File: src/rtl/cubic_interp_pipe_if.sv
// ---------------------------------------------------------------------------
// cubic_interp_pipe_if
//   Stream bundle for one cubic/linear interpolation engine.
//   Input side : in_valid / in_ready handshake carrying in_mode, in_t,
//                in_p (four packed DW-bit taps, P0 in the LSBs) and in_tag.
//   Output side: out_valid / out_ready handshake carrying out_data, out_tag.
//   Status     : busy, high while any beat is held inside the engine.
//   modport slave  : the engine side (consumes input beats, produces results).
//   modport master : the side that feeds beats and drains results.
// ---------------------------------------------------------------------------
interface cubic_interp_pipe_if #(
  parameter int DW    = 8,
  parameter int FW    = 8,
  parameter int TAG_W = 4
) ();
  logic               in_valid;
  logic               in_ready;
  logic               in_mode;
  logic [FW-1:0]      in_t;
  logic [4*DW-1:0]    in_p;
  logic [TAG_W-1:0]   in_tag;
  logic               out_valid;
  logic               out_ready;
  logic [DW-1:0]      out_data;
  logic [TAG_W-1:0]   out_tag;
  logic               busy;

  modport slave (
    input  in_valid, in_mode, in_t, in_p, in_tag, out_ready,
    output in_ready, out_valid, out_data, out_tag, busy
  );

  modport master (
    output in_valid, in_mode, in_t, in_p, in_tag, out_ready,
    input  in_ready, out_valid, out_data, out_tag, busy
  );
endinterface

File: src/rtl/cubic_interp_pipe.sv
// ---------------------------------------------------------------------------
// cubic_interp_pipe
//   Fully pipelined 1-D interpolator: one 4-tap group plus fraction t in,
//   one clamped pixel out per beat. Catmull-Rom cubic (mode 0) or linear
//   (mode 1, P1/P2 only), selectable per beat; the tag rides along.
//
//   Pipeline (all stages advance together under a single enable):
//     s1 : capture accepted beat (mode, t, taps, tag)
//     s2 : tap weights, scaled by 2*S^3
//     s3 : per-tap products Wi*Pi
//     s4 : signed accumulation
//     out: round-half-up, clamp, output register
//   A beat taken at edge n is presented on the output after edge n+4.
//
//   Ports:
//     clk   - clock
//     rst_n - synchronous active-low reset; empties the pipeline
//     bus   - cubic_interp_pipe_if.slave stream bundle (see interface file)
// ---------------------------------------------------------------------------
module cubic_interp_pipe #(
  parameter int DW    = 8,
  parameter int FW    = 8,
  parameter int TAG_W = 4
) (
  input  logic                 clk,
  input  logic                 rst_n,
  cubic_interp_pipe_if.slave   bus
);

  // Weight magnitudes reach 2*S^3 = 2^(3*FW+1); a few spare bits keep every
  // intermediate of the cubic polynomials exact.
  localparam int CW = 3 * FW + 6;
  localparam int PW = CW + DW + 1;
  localparam int AW = PW + 2;
  localparam int SH = 3 * FW + 1;

  localparam logic signed [CW-1:0] S_C    = CW'(1) << FW;
  localparam logic signed [CW-1:0] UNITY  = CW'(1) << SH;
  localparam logic signed [AW-1:0] RND    = AW'(1) << (3 * FW);
  localparam logic signed [AW-1:0] MAXV   = (AW'(1) << DW) - AW'(1);

  // Global enable: everything moves only when the output slot can drain.
  logic en;
  logic take;

  logic v1_q, v1_d, v2_q, v2_d, v3_q, v3_d, v4_q, v4_d;
  logic out_valid_q, out_valid_d;

  logic             mode1_q, mode1_d;
  logic [FW-1:0]    t1_q, t1_d;
  logic [TAG_W-1:0] tag1_q, tag1_d, tag2_q, tag2_d, tag3_q, tag3_d;
  logic [TAG_W-1:0] tag4_q, tag4_d, out_tag_q, out_tag_d;
  logic [DW-1:0]    out_data_q, out_data_d;

  logic signed [CW-1:0] w_c [4];
  logic signed [PW-1:0] prod_c [4];
  logic signed [AW-1:0] acc4_q, acc4_d;
  logic signed [AW-1:0] r_c;

  assign en   = rst_n & (~out_valid_q | bus.out_ready);
  assign take = en & bus.in_valid;

  assign bus.in_ready  = en;
  assign bus.out_valid = out_valid_q;
  assign bus.out_data  = out_data_q;
  assign bus.out_tag   = out_tag_q;
  assign bus.busy      = v1_q | v2_q | v3_q | v4_q | out_valid_q;

  // ---------------- control / sideband ----------------
  always_comb begin
    v1_d        = bus.in_valid;
    v2_d        = v1_q;
    v3_d        = v2_q;
    v4_d        = v3_q;
    out_valid_d = v4_q;
    mode1_d     = bus.in_mode;
    t1_d        = bus.in_t;
    tag1_d      = bus.in_tag;
    tag2_d      = tag1_q;
    tag3_d      = tag2_q;
    tag4_d      = tag3_q;
    out_tag_d   = tag4_q;
  end

  always_ff @(posedge clk) begin
    if (!rst_n) begin
      v1_q        <= 1'b0;
      v2_q        <= 1'b0;
      v3_q        <= 1'b0;
      v4_q        <= 1'b0;
      out_valid_q <= 1'b0;
      out_tag_q   <= '0;
    end else if (en) begin
      v1_q        <= v1_d;
      v2_q        <= v2_d;
      v3_q        <= v3_d;
      v4_q        <= v4_d;
      out_valid_q <= out_valid_d;
      out_tag_q   <= out_tag_d;
    end
  end

  // Input-side fields are captured only on an accepted beat.
  always_ff @(posedge clk) begin
    if (take) begin
      mode1_q <= mode1_d;
      t1_q    <= t1_d;
      tag1_q  <= tag1_d;
    end
  end

  always_ff @(posedge clk) begin
    if (en) begin
      tag2_q <= tag2_d;
      tag3_q <= tag3_d;
      tag4_q <= tag4_d;
    end
  end

  // ---------------- weights (from stage-1 registers) ----------------
  always_comb begin
    logic signed [CW-1:0] t_e;
    logic signed [CW-1:0] t2;
    logic signed [CW-1:0] t3;
    t_e = CW'(t1_q);
    t2  = t_e * t_e;
    t3  = t2 * t_e;
    if (mode1_q) begin
      w_c[0] = '0;
      w_c[1] = (S_C - t_e) <<< (2 * FW + 1);
      w_c[2] = t_e <<< (2 * FW + 1);
      w_c[3] = '0;
    end else begin
      // Constant multiples written as shift-adds so every term stays CW wide.
      w_c[0] = (t2 <<< (FW + 1)) - t3 - (t_e <<< (2 * FW));
      w_c[1] = (t3 <<< 1) + t3 - (t2 <<< (FW + 2)) - (t2 <<< FW) + UNITY;
      w_c[2] = (t2 <<< (FW + 2)) + (t_e <<< (2 * FW)) - (t3 <<< 1) - t3;
      w_c[3] = t3 - (t2 <<< FW);
    end
  end

  // ---------------- per-tap datapath ----------------
  genvar gi;
  for (gi = 0; gi < 4; gi++) begin : g_tap
    logic [DW-1:0]        p1_q, p1_d, p2_q, p2_d;
    logic signed [CW-1:0] w2_q, w2_d;
    logic signed [PW-1:0] prod3_q, prod3_d;

    always_comb begin
      p1_d    = bus.in_p[gi*DW +: DW];
      p2_d    = p1_q;
      w2_d    = w_c[gi];
      // Taps are unsigned; zero-extend before the signed multiply.
      prod3_d = PW'(w2_q) * $signed(PW'(p2_q));
    end

    always_ff @(posedge clk) begin
      if (take) begin
        p1_q <= p1_d;
      end
    end

    always_ff @(posedge clk) begin
      if (en) begin
        p2_q    <= p2_d;
        w2_q    <= w2_d;
        prod3_q <= prod3_d;
      end
    end

    assign prod_c[gi] = prod3_q;
  end

  // ---------------- accumulate, round, clamp ----------------
  always_comb begin
    acc4_d = AW'(prod_c[0]) + AW'(prod_c[1]) + AW'(prod_c[2]) + AW'(prod_c[3]);
  end

  always_ff @(posedge clk) begin
    if (en) begin
      acc4_q <= acc4_d;
    end
  end

  always_comb begin
    // Adding half an LSB before the arithmetic shift gives round-half-up,
    // including for negative sums.
    r_c = (acc4_q + RND) >>> SH;
    if (r_c[AW-1]) begin
      out_data_d = '0;
    end else if (r_c > MAXV) begin
      out_data_d = '1;
    end else begin
      out_data_d = r_c[DW-1:0];
    end
  end

  always_ff @(posedge clk) begin
    if (!rst_n) begin
      out_data_q <= '0;
    end else if (en) begin
      out_data_q <= out_data_d;
    end
  end

endmodule

File: src/flat_wrapper.sv
// flat-port wrapper written by rule: the top's interface ports become plain ports
module cubic_interp_pipe_flat 
#(
  parameter int DW    = 8,
  parameter int FW    = 8,
  parameter int TAG_W = 4
)
  (clk, rst_n, bus_in_valid, bus_in_mode, bus_in_t, bus_in_p, bus_in_tag, bus_out_ready, bus_in_ready, bus_out_valid, bus_out_data, bus_out_tag, bus_busy);
  cubic_interp_pipe_if #(.DW(DW), .FW(FW), .TAG_W(TAG_W)) bus_i ();
  input  logic clk;
  input  logic rst_n;
  input wire logic [$bits(bus_i.in_valid)-1:0] bus_in_valid;
  input wire logic [$bits(bus_i.in_mode)-1:0] bus_in_mode;
  input wire logic [$bits(bus_i.in_t)-1:0] bus_in_t;
  input wire logic [$bits(bus_i.in_p)-1:0] bus_in_p;
  input wire logic [$bits(bus_i.in_tag)-1:0] bus_in_tag;
  input wire logic [$bits(bus_i.out_ready)-1:0] bus_out_ready;
  output wire logic [$bits(bus_i.in_ready)-1:0] bus_in_ready;
  output wire logic [$bits(bus_i.out_valid)-1:0] bus_out_valid;
  output wire logic [$bits(bus_i.out_data)-1:0] bus_out_data;
  output wire logic [$bits(bus_i.out_tag)-1:0] bus_out_tag;
  output wire logic [$bits(bus_i.busy)-1:0] bus_busy;
  assign bus_i.in_valid = bus_in_valid;
  assign bus_i.in_mode = bus_in_mode;
  assign bus_i.in_t = bus_in_t;
  assign bus_i.in_p = bus_in_p;
  assign bus_i.in_tag = bus_in_tag;
  assign bus_i.out_ready = bus_out_ready;
  assign bus_in_ready = bus_i.in_ready;
  assign bus_out_valid = bus_i.out_valid;
  assign bus_out_data = bus_i.out_data;
  assign bus_out_tag = bus_i.out_tag;
  assign bus_busy = bus_i.busy;
  cubic_interp_pipe #(.DW(DW), .FW(FW), .TAG_W(TAG_W)) u_core (.clk(clk), .rst_n(rst_n), .bus(bus_i));
endmodule
File: config.mk
export PLATFORM = sky130hd
export DESIGN_NAME = cubic_interp_pipe_flat
export DESIGN_NICKNAME = d
export VERILOG_FILES = /design/src/rtl/cubic_interp_pipe_if.sv /design/src/rtl/cubic_interp_pipe.sv /design/src/flat_wrapper.sv
export SDC_FILE = /design/constraint.sdc
export NUM_CORES = 2
export LEC_CHECK = 0
export CORE_ASPECT_RATIO = 1.1
export CORE_MARGIN = 4
export CORE_UTILIZATION = 55
export DETAILED_ROUTE_END_ITERATION = 7
export PLACE_DENSITY = 0.69
export SLEW_MARGIN = 20
export SYNTH_ARGS = -nofsm -noshare
export SYNTH_HDL_FRONTEND = slang
export SYNTH_SLANG_ARGS = --single-unit
File: constraint.sdc
create_clock -name clk -period 18.5 [get_ports clk]
set_input_delay 3.7 -clock clk [delete_from_list [all_inputs] [get_ports clk]]
set_output_delay 3.7 -clock clk [all_outputs]
set_load 0.01 [all_outputs]
Word level (Yosys, flattened, before mapping)
Cells that the tools add are included.
- register bits after elaboration: 423
- input bits: 49
- output and inout bits: 15
- add/sub/neg operators: 15
- multiply operators: 6
- magnitude comparators: 1
- mux-type cells: 3
- bitwise gates (word level): 8
- operators by type and width (kind ; count):
    30-bit subtractor ; 6
    30-bit by 9-bit multiplier with 39-bit output ; 4
    90-bit 2-to-1 mux ; 1
    40-bit by 39-bit adder with 41-bit output ; 1
    41-bit by 26-bit adder with 41-bit output, second input constant ; 1
    41-bit by 39-bit adder with 41-bit output ; 1
    39-bit by 39-bit adder with 40-bit output ; 1
    30-bit by 25-bit adder with 30-bit output ; 1
    30-bit by 27-bit adder with 30-bit output, second input constant ; 1
    30-bit adder ; 1
    30-bit by 9-bit multiplier with 30-bit output ; 1
    30-bit by 25-bit subtractor with 30-bit output ; 1
    16-bit by 9-bit greater-than comparator with 1-bit output, second input constant ; 1
    8-bit by 8-bit multiplier with 16-bit output ; 1
    8-bit 2-to-1 mux ; 2
    9-bit by 8-bit subtractor with 10-bit output, first input constant ; 1
    1-bit OR ; 5
    1-bit bitwise AND ; 2
    1-bit inverter ; 1

Depth between registers and ports, before layout
- depth in word-level cells: 7
- mapped depth: 55
- gate-level depth less buffers: 54

Worst setup path before layout
Ideal clock, no wire load.
- path kind: input to output
- from: input bus_out_ready
- to: output bus_in_ready
- arrival: 13083 ps
- data required time: 14800 ps
- setup slack: 1717 ps
- cell stages on the path: 3
- cells stage by stage: nor2b_1 > nor2b_1 > clkbuf_1
- longest elaborated chain between the ends: 2
- ends and longest elaborated chain (element ; RTL line ; source):
    start, declared ; flat_wrapper.sv:17 ; input wire logic [$bits(bus_i.out_ready)-1:0] bus_out_ready;
    1-bit OR ; cubic_interp_pipe.sv:60 ; assign en = rst_n & (~out_valid_q | bus.out_ready);
    1-bit bitwise AND ; cubic_interp_pipe.sv:60 ;
    end, declared ; flat_wrapper.sv:18 ; output wire logic [$bits(bus_i.in_ready)-1:0] bus_in_ready;
No other way between the ends.

Worst setup path after layout
- from: register u_core.t1_q[1]
- to: register u_core.g_tap[1].w2_q[28] (data pin)
- longest elaborated chain between the ends: 7
- elaborated cells between the ends (all ways): 8
- classes of those cells: 5 x add/sub; 2 x mul; 1 x mux
- ends and longest elaborated chain (element ; RTL line ; source):
    start, declared ; cubic_interp_pipe.sv:50 ; logic [FW-1:0] t1_q, t1_d;
    start signal, assigned ; cubic_interp_pipe.sv:107 ; t1_q <= t1_d;
    8-bit by 8-bit multiplier with 16-bit output ; cubic_interp_pipe.sv:126 ; t2 = t_e * t_e;
    30-bit by 9-bit multiplier with 30-bit output ; cubic_interp_pipe.sv:127 ; t3 = t2 * t_e;
    30-bit adder ; cubic_interp_pipe.sv:136 ; w_c[1] = (t3 <<< 1) + t3 - (t2 <<< (FW + 2)) - (t2 <<< FW) + UNITY;
    30-bit subtractor (2 in series) ; cubic_interp_pipe.sv:136 ;
    30-bit by 27-bit adder with 30-bit output ; cubic_interp_pipe.sv:136 ;
    90-bit 2-to-1 mux * ; cubic_interp_pipe.sv:128 ; if (mode1_q) begin
    end signal, assigned ; cubic_interp_pipe.sv:166 ; w2_q <= w2_d;
    end, declared ; cubic_interp_pipe.sv:146 ; logic signed [CW-1:0] w2_q, w2_d;
Mark *: on every way between the ends. The rest lies on a longest branch, timed or not.
A chain may end at the register's enable or synchronous reset.

==> Flow_metrics.wiki <==
{| class="wikitable"
! Metric !! Value
|-
| Final count of negative-setup-slack endpoints || 0
|-
| Count of maximum capacitance violations || 0
|-
| Detailed-route via count || 41,800
|-
| Unrepaired setup endpoints after global routing || false
|-
| Number of failing hold endpoints at the final stage || 0
|-
| Sequential-to-total area share from yosys stat || 0.194
|-
| Type of the worst setup path || register to register
|-
| Core Region || 0.108 mm^2
|-
| Number of CTS-inserted buffers || 50
|-
| Std cell rows || 126
|-
| Critical Path Start || u_core.t1_q[1]
|-
| Number of global-route vias before repair || 44,000
|-
| Number of flops mapped to enable cells by yosys || 377
|-
| Clock latency on the worst-skew pair || 650 ps
|-
| Result of the run || finished clean
|-
| Post-route antenna net violation count || 0
|-
| Vert. Die Dim || 354 um
|-
| H-Tree Depth || 2
|-
| Total congestion overflow after global routing || 0
|-
| Cell class contributing the biggest share of worst-path delay || adder cells
|-
| Number of cells traversed by the worst register-to-register path || 47
|-
| Post-place setup slack || 4680 ps
|-
| Critical register-to-register path startpoint || u_core.t1_q[1]
|-
| Number of standard cells after synthesis || 6,099
|-
| CTS max path bufs || 3
|-
| Nature of the critical path startpoint || register
|-
| Clock transition at the registers of the reported paths || 60 ps
|-
| Routed via count divided by cell count || 5.54
|-
| Number of antenna violations at the first check in global routing || 13
|-
| Number of instances resized during post-cts repair || 0
|-
| Critical path capture point type || register
|-
| Worst hold path cell count || 0
|-
| Final GP Congestion || 0.900
|-
| Number of library cell types mapped by synthesis || 79
|-
| Number of I/O pins || 64
|-
| Pin count of the biggest net entering global routing || 151
|-
| Layout overhead on the synthesized area || 6.56%
|-
| Cell area after technology mapping || 0.0600 mm^2
|-
| Accumulated negative setup slack || 0 ps
|-
| Die area || 0.114 mm^2
|-
| Final slew viol count || 0
|-
| Minimum clock period || 13,820 ps
|-
| Share of layout cells above drive strength 1 || 0.0264
|-
| Crit-path slowest cell || sky130_fd_sc_hd__edfxtp_1
|-
| Flop and latch count out of synthesis || 394
|-
| Max Clock Skew || 35.0 ps
|-
| Worst Path Required || 18,990 ps
|-
| Average detailed-routed wire length per instance || 19.6 um
|-
| Net count of the mapped netlist || 7,736
|-
| Worst endpoint data arrival time || 14,310 ps
|-
| Startpoint of the worst hold path || u_core.g_tap[0].p1_q[6]
|-
| Count of warnings emitted by yosys || 0
|-
| Final critical-path setup slack || 4680 ps
|-
| Prevailing post-synth register cell || sky130_fd_sc_hd__edfxtp_1
|-
| Number of clock sinks || 394
|-
| Starting Density || 0.556
|-
| Transition time at the pin with the least slew margin || 1140 ps
|-
| Overall global routing resource usage || 0.268
|-
| Number of buffers inserted for hold repair after clock tree synthesis || 0
|-
| Register-to-register setup slack || 4680 ps
|-
| Hold crit path type || register to register
|-
| Root buffer selected by CTS || sky130_fd_sc_hd__clkbuf_16
|-
| Postcts setup bufs || 0
|-
| Port Buffers || 63
|-
| Fin Hold WS || 411 ps
|-
| Delay contributed by the slowest stage of the critical path || 850 ps
|-
| Top achievable clock speed || 72.4 MHz
|-
| Placed cell count || 7,456
|-
| DRC violation total after the first TritonRoute iteration || 2,507
|-
| Layout net count || 7,739
|-
| Final critical-path share of the clock period || 0.747
|-
| X dimension of the die || 323 um
|-
| Async set or reset register ratio after synthesis || 0
|-
| Post-route DRC || 0
|-
| Mean instance size in the synthesized netlist || 9.83 um^2
|-
| CP Max Fanout || 22
|-
| Detailed placement HPWL || 121,000 um
|-
| Depth of the critical timing path with buffers and inverters included || 47
|-
| Count of fill cells added during filler insertion || 9,229
|-
| Slew HR || 0.237
|-
| Wire length of the first global-routing pass || 240,000 um
|-
| Routed WL || 148,000 um
|-
| Sum of buffers and inverters on the critical path || 9
|-
| Final cell count without fillers || 7,553
|-
| Number of detailed-routing iterations run before antenna repair || 6
|-
| Clock tree from TritonCTS || done
|}
flip-flops by register name (all words and copies together) (netlist names), 8 cells and up:
signal / flops
u_core.g_tap.prod3_q: 156
u_core.acc4_q: 17
u_core.bus.out_data: 8
u_core.g_tap.w2_q: 115
u_core.g_tap.p1_q: 32
u_core.t1_q: 8
u_core.g_tap.p2_q: 32
area by class of cell:
class	instances	area, um^2	area share
antenna	2	5.00	0.0000783
clock buffer	54	1270	0.0198
clock inverter	39	487	0.00762
inverter	1244	4670	0.0731
multi-input combinational	4311	43100	0.674
sequential	394	11700	0.182
tap	1408	1760	0.0276
timing repair buffer	101	968	0.0152
placed cells by master (no fill, tap or decap), types with 26 or more instances in the layout:
cell                              synthesis  final
sky130_fd_sc_hd__inv_1                 1240   1240
sky130_fd_sc_hd__fa_1                   982    982
sky130_fd_sc_hd__and2_1                 642    641
sky130_fd_sc_hd__ha_1                   606    606
sky130_fd_sc_hd__nand2_1                510    510
sky130_fd_sc_hd__edfxtp_1               377    377
sky130_fd_sc_hd__nor2_1                 275    275
sky130_fd_sc_hd__a21oi_1                215    215
sky130_fd_sc_hd__xnor2_1                179    178
sky130_fd_sc_hd__o21ai_0                127    127
sky130_fd_sc_hd__a21o_1                  94     94
sky130_fd_sc_hd__xor2_1                  83     83
sky130_fd_sc_hd__nor3_1                  72     72
sky130_fd_sc_hd__clkdlybuf4s50_1          0     63
sky130_fd_sc_hd__nand3_1                 59     59
sky130_fd_sc_hd__clkbuf_16                0     50
sky130_fd_sc_hd__nor2b_1                 42     41
sky130_fd_sc_hd__o21a_1                  41     41
sky130_fd_sc_hd__buf_4                    0     34
sky130_fd_sc_hd__nand2b_1                29     29
sky130_fd_sc_hd__a31oi_1                 27     27
sky130_fd_sc_hd__and3_1                  26     26
worst reg2reg max path, delay by kind of cell (launching register included):
kind	cells	cell delay (ps)
mux	1	230
xor+xnor	3	1620
simple gates	6	760
fa+ha+maj	13	5440
compound gates	15	3400
buf+inv	9	1390
flops	1	850
per-stage QoR:
stage | instance area [um^2] | utilization
global placement | 62100 | 0.576
CTS | 63900 | 0.592
global route | 63900 | 0.593
floorplan | 60000 | -
detailed placement | 62100 | 0.576
finish | 63900 | 0.593
per-layer routing:
metal / up-vias / routed length (um) / track usage
li1: 19300 / - / -
met1: 21100 / 60800 / 0.351
met2: 1159 / 71200 / 0.449
met3: 273 / 8880 / 0.0389
met4: 0 / 7280 / 0.110
met5: - / 0 / 0
Yosys cell counts (all sizes together) (8+ instances only):
cell type | instances | area (um^2)
xnor2 | 179 | 1570
nor3 | 72 | 360
a21o | 94 | 706
nor4 | 12 | 75.1
o211ai | 15 | 113
ha | 606 | 7580
a211oi | 23 | 173
nand4 | 25 | 156
o21ai | 130 | 654
dfxtp | 17 | 340
a22o | 12 | 105
clkbuf | 145 | 544
or3 | 11 | 70.1
fa | 982 | 19700
nor3b | 8 | 60.1
nand3 | 59 | 295
a31oi | 28 | 181
edfxtp | 377 | 11300
nor2b | 42 | 263
nand2 | 510 | 1910
o31ai | 15 | 113
xor2 | 83 | 727
a21oi | 215 | 1080
a21boi | 12 | 90.1
o21a | 42 | 323
and2 | 642 | 4020
and3 | 26 | 163
o21bai | 24 | 180
nand2b | 30 | 195
nor2 | 275 | 1030
inv | 1240 | 4650
a31o | 9 | 78.8
or2 | 19 | 119
final timing paths:
kind                              endpoint
setup reg to reg  u_core.g_tap[1].w2_q[28]
hold / removal     u_core.g_tap[0].p2_q[6]
hold reg to reg    u_core.g_tap[0].p2_q[6]
setup / recovery  u_core.g_tap[1].w2_q[28]
cell families after synthesis:
kind of cell | after synthesis | synth area share
DFF | 394 | 0.194
and+or+nand+nor | 1750 | 0.148
adders and majority gates | 1588 | 0.454
xor gates and xnor gates | 262 | 0.0383
buffers and inverters | 1394 | 0.0874
AOI/OAI and AO/OA | 708 | 0.0771
muxes | 3 | 0.000501
Power is left out: the tool's default activity adds up to more than one toggle a clock period on the data nets, which glitch-free logic cannot reach.
